File: src/rtl/reg64_unloader.sv
// Captures a 64-bit register word in one handshake and streams it out as
// CHUNK-bit beats over valid/ready; the word is held internally while sending.
module reg64_unloader #(
    parameter int CHUNK     = 8,
    parameter bit MSB_FIRST = 1'b0
) (
    input  logic             clock,
    input  logic             reset,
    input  logic             in_valid,
    output logic             in_ready,
    input  logic [63:0]      in_data,
    output logic             out_valid,
    input  logic             out_ready,
    output logic [CHUNK-1:0] out_data,
    output logic             out_last,
    output logic             busy,
    output logic [15:0]      sent_count
);
    localparam int BEATS = 64 / CHUNK;
    localparam int CNT_W = (BEATS > 1) ? $clog2(BEATS) : 1;
    localparam logic [CNT_W-1:0] LAST_BEAT = CNT_W'(BEATS - 1);

    typedef enum logic {IDLE, SEND} state_t;

    state_t           state_q, state_d;
    logic [63:0]      shift_q, shift_d;
    logic [63:0]      shifted;
    logic [CNT_W-1:0] beat_q, beat_d;
    logic [15:0]      sent_q, sent_d;
    logic [CHUNK-1:0] head;
    logic             last_beat;

    // The head chunk sits at whichever end leaves first; shifting moves the next chunk into it.
    generate
        if (CHUNK == 64) begin : g_single
            assign shifted = shift_q;
            assign head    = shift_q;
        end else if (MSB_FIRST) begin : g_msb
            assign shifted = {shift_q[63-CHUNK:0], {CHUNK{1'b0}}};
            assign head    = shift_q[63:64-CHUNK];
        end else begin : g_lsb
            assign shifted = {{CHUNK{1'b0}}, shift_q[63:CHUNK]};
            assign head    = shift_q[CHUNK-1:0];
        end
    endgenerate

    assign last_beat = (beat_q == LAST_BEAT);

    always_ff @(posedge clock or posedge reset) begin
        if (reset) begin
            state_q <= IDLE;
            shift_q <= '0;
            beat_q  <= '0;
            sent_q  <= '0;
        end else begin
            state_q <= state_d;
            shift_q <= shift_d;
            beat_q  <= beat_d;
            sent_q  <= sent_d;
        end
    end

    always_comb begin
        state_d = state_q;
        shift_d = shift_q;
        beat_d  = beat_q;
        sent_d  = sent_q;
        case (state_q)
            IDLE: begin
                if (in_valid) begin
                    state_d = SEND;
                    shift_d = in_data;
                    beat_d  = '0;
                end
            end
            SEND: begin
                if (out_ready) begin
                    shift_d = shifted;
                    if (last_beat) begin
                        state_d = IDLE;
                        beat_d  = '0;
                        sent_d  = sent_q + 16'd1;
                    end else begin
                        beat_d = beat_q + CNT_W'(1);
                    end
                end
            end
            default: state_d = IDLE;
        endcase
    end

    // Outputs depend on registered state only; beat data is zeroed while idle.
    always_comb begin
        in_ready   = (state_q == IDLE);
        busy       = (state_q == SEND);
        out_valid  = busy;
        out_last   = busy & last_beat;
        out_data   = busy ? head : '0;
        sent_count = sent_q;
    end

endmodule
File: config.mk
export PLATFORM = sky130hd
export DESIGN_NAME = reg64_unloader
export DESIGN_NICKNAME = d
export VERILOG_FILES = /design/src/rtl/reg64_unloader.sv
export SDC_FILE = /design/constraint.sdc
export NUM_CORES = 1
export LEC_CHECK = 0
export BUFFER_PORTS_ARGS = -buffer_cell sky130_fd_sc_hd__buf_4
export CAP_MARGIN = 10
export CORE_AREA = 2 2 104 106
export CTS_BUF_LIST = sky130_fd_sc_hd__clkbuf_16
export DETAILED_ROUTE_END_ITERATION = 6
export DIE_AREA = 0 0 106 108
export GPL_TIMING_DRIVEN = 0
export HOLD_SLACK_MARGIN = 0.12
export PLACE_DENSITY_LB_ADDON = 0.1
export SYNTH_ARGS = -nofsm -noshare
export SYNTH_HDL_FRONTEND = slang
export SYNTH_SLANG_ARGS = --single-unit
File: constraint.sdc
create_clock -name clock -period 3.52 [get_ports clock]
set_clock_uncertainty 0.1 [all_clocks]
set_input_delay 0.528 -clock clock [delete_from_list [all_inputs] [get_ports clock]]
set_output_delay 0.528 -clock clock [all_outputs]
set_load 0.01 [all_outputs]
# Yosys cells after proc, flatten, opt, wreduce, memory -nomap -nowiden
# Cells that the tools add are included.
[word_totals]
latch_bits = 0
mem_count = 0
out_inout_bits = 28
mem_bits_rw = 0
reg_bits = 84
romBits = 0
[classes]
div_mod_pow = 0
n_addsub = 2
reduce_logical = 2
mul = 0
n_eq_ne = 3
n_lt_le_gt_ge = 0
muxes = 12
shift = 0
bitwise = 2
[op_table]
columns = ["cell", "count"]
rows = [
  ["two-way mux 64 bit", 2],
  ["one-hot mux 64 bit (2 select lines)", 1],
  ["adder 16 x 1 -> 16 bit (second input constant)", 1],
  ["two-way mux 3 bit", 3],
  ["two-way mux 8 bit", 1],
  ["one-hot mux 3 bit (2 select lines)", 1],
  ["inequality test 2 bit (second input constant)", 2],
  ["adder 3 x 1 -> 3 bit (second input constant)", 1],
  ["equality test 3 bit (second input constant)", 1],
  ["two-way mux 1 bit", 3],
  ["AND reduction 3 bit", 1],
  ["one-hot mux 1 bit (2 select lines)", 1],
  ["AND reduction 2 bit", 1],
  ["bitwise AND 1 bit", 1],
  ["inverter 1 bit", 1],
]

# Depth between registers and ports, before layout
[depth]
depth_word = 4
depth_mapped = 7
depth_no_buf = 6

# Worst setup path before layout
# Ideal clock, no wire load.
[synth_timing]
path_kind = "reg2out"
start = "register state_q (netlist: busy)"
end = "output port out_last"
n_path_buf = 3
t_required_ns = 2.892
slack_ns = 1.711
t_arrival_ns = 1.181
stages_incl_launch_ff = 5
cell_sequence = "dfrtp_1 -> clkbuf_8 -> buf_2 -> clkbuf_1 -> and2_1"
[synth_via]
elab_chain_len = 1
[synth_rtl]
columns = ["item", "line", "text"]
rows = [
  ["from (decl)", "25", "state_t state_q, state_d;"],
  ["from (signal assigned)", "56", "state_q <= state_d;"],
  ["bitwise AND 1 bit", "97", "out_last = busy & last_beat;"],
  ["to (decl)", "15", "output logic out_last,"],
]
# No other way between the ends.

# Worst setup path after layout
# Same ends and word-level chain as after synthesis.

==> flow_metrics.tcl <==
set metrics [dict create \
    status "finished, final reports clean" \
    fillCellCount 999 \
    core_area_sq_um 10200 \
    dieArea_sq_um 11400 \
    drc 0 \
    grtUsageMet2_pct 25.9 \
    yosys_warnings 0 \
    required_ns 2.89 \
    rsz0062_at_grt "no" \
    drive_gt1_share_pct 28.2 \
    postCtsSetupRepairBufs 0 \
    synth_seq_cells 84 \
    ant_nets 0 \
    drt_pass1_iterations 4 \
    syn_avg_cell_area_sq_um 10.9 \
    met1_usage_pct 22.8 \
    yosysTopAreaCell "dfrtp_1" \
    layout_common_cells "buf_4 (98), dfrtp_1 (84), nand2_1 (66)" \
    tns_ns 0 \
    post_cts_resized 0 \
    layout.cells.most_common "buf_4" \
    io_pins 96 \
    slew_violations 0 \
    setup_ws_ns 0.975 \
    yosys-top-cells-area "dfrtp_1 (54%), mux2i_1 (15%), o21ai_0 (7.1%)" \
    gp_congestion 0.727 \
    track_usage_pct 16.5 \
    seq_area_frac_synth_pct 54.3 \
    initial_core_util_pct 37.8 \
    viasPerCell 4.80 \
    die_width_um 106 \
    fin_crit_sh_pct 72.3 \
    power.leakage_nw 2.67 \
    wl_per_cell_um 14.8 \
    drt_iter0_markers 102 \
    h-tree-depth 3 \
    p_per_area_nw_per_um2 608 \
    layout.nets 533 \
    cts_buffers 9 \
    row_count 37 \
    diodes 0 \
    worstMarginPinSlew_ns 0.577 \
    routed-via-count 2886 \
    crit_type "reg -> out" \
    yosysTopAreaCellShare_pct 54.3 \
    fmax_ghz 0.393 \
    hold_violations 0 \
    post_dp_cell_area_sq_um 4770 \
    area_growth_pct 30.3 \
    irDropWorstVdd_mv 0.233 \
    setup_viol 0 \
    portBuffers 94 \
    root_buffer "clkbuf_16" \
    dpl.hpwl_um 6550 \
    min_period_ns 2.55 \
    syn_nets 427 \
    grt-ovfl-total 0 \
    grt-busiest-layer "met2" \
    total_power_mw 3.07 \
    routed_wl_um 8890 \
    cts_tree "yes" \
    clk_pin_slew_ns 0.06 \
    yosysUniqueCellTypes 30 \
    grt_pass1_vias 2949 \
    numClockSinks 84 \
    max-slew-margin-rel_pct 61.6 \
    final_cell_area_sq_um 5040 \
    grt_max_degree 45 \
    synth_area_sq_um 3870 \
    grt_pass1_wl_um 14800 \
    dieHeight_um 108 \
    start_kind "flip-flop" \
    grtUsageMet3_pct 4.28 \
    crit_arrival_ns 1.92 \
    cts.path.max_buffers 2 \
    place_ws_ns 1.28 \
    antenna_found_initial 0 \
    min_path_type "in -> async" \
    max_cap_violations 0 \
    synthCells 356 \
    path_max_fanout 10 \
    clk_latency_ns 0.33 \
    cts_hold_buf 0 \
    worstSetupEndpointType "output port" \
]
-- report_power, final --
| group | total, mW | switching [mW] | leakage, nW | internal, mW |
|---|---|---|---|---|
| sequential | 1.31 | 0.124 | 1.13 | 1.19 |
| combinational | 0.864 | 0.451 | 1.40 | 0.413 |
| clock | 0.892 | 0.358 | 0.144 | 0.534 |
| total | 3.07 | 0.933 | 2.67 | 2.13 |
-- registers in the layout (all words and copies together), names as in the netlist --
signal and cells:
shift_q 64, sent_count 16, beat_q 3, busy 1
-- routing by layer --
| metal | vias to the layer above | wire [um] |
|---|---|---|
| met5 | - | 0 |
| met4 | 0 | 93 |
| met3 | 9 | 471 |
| met2 | 67 | 4120 |
| met1 | 1369 | 4200 |
| li1 | 1441 | - |
-- cells in the mapped netlist (all sizes together) --
library cell,number
buf,15
dfrtp,84
a21boi,4
mux2i,57
mux2,2
a22o,5
nor2,4
and2,9
nor4,1
nand3,7
a21oi,1
nor3,1
o21ai,57
ha,3
clkbuf,9
and4,1
o22ai,4
nand2,66
inv,3
xor2,3
xnor2,12
a31oi,1
nor2b,1
nand4,4
and3,2
-- cells by family after synthesis --
group | count (synthesis) | synth area share, %
adder cells (fa/ha/maj) | 3 | 0.970
multiplexers | 59 | 15.3
AND/OR/NAND/NOR | 96 | 11.7
XOR/XNOR | 15 | 3.39
AO/OA/AOI/OAI | 72 | 10.5
buffers and inverters | 27 | 3.78
flip-flops | 84 | 54.3
-- metrics by stage --
step / hold WS (ns) / std cells / utilization, %
2_1_floorplan: 0.342 / 356 / -
3_3_place_gp: 0.352 / 586 / 46.4
3_5_place_dp: 0.363 / 587 / 46.6
4_1_cts: 0.193 / 601 / 49.3
5_1_grt: 0.214 / 601 / 49.3
6_report: 0.174 / 601 / 49.3
-- layout make-up --
type	count	area (sq um)	share of cell area, %
clock buffers	9	225	4.47
flip-flops and latches	84	2100	41.7
clock inverters	5	47.5	0.943
repair buffers	95	726	14.4
inverters	3	13.8	0.273
well taps	136	170	3.38
plain buffers	24	135	2.68
multi-input cells	245	1620	32.2
-- worst max-delay path: stages, from the launching register on --
cell and delay (ns):
dfrtp_1 0.39, clkbuf_8 0.18, buf_2 0.21, clkbuf_1 0.47
and2_1 0.22, buf_4 0.12
-- worst paths after layout --
check / slack [ns] / endpoint / from / depth (start not counted)
setup / recovery: 0.97 / out_last / busy$_DFF_PP0_ / 5
hold / removal: 0.17 / sent_count[3]$_DFFE_PP0P_ / reset / 2
setup reg to reg: 1.61 / sent_count[15]$_DFFE_PP0P_ / beat_q[0]$_DFFE_PP0P_ / 6
hold reg to reg: 0.37 / shift_q[0]$_DFFE_PP0P_ / shift_q[0]$_DFFE_PP0P_ / 2
max in group asynchronous: 2.53 / shift_q[40]$_DFFE_PP0P_ / reset / 3
min in group clock: 0.32 / shift_q[59]$_DFFE_PP0P_ / in_data[59] / 2
No activity file was read; power rests on OpenSTA's default activity.
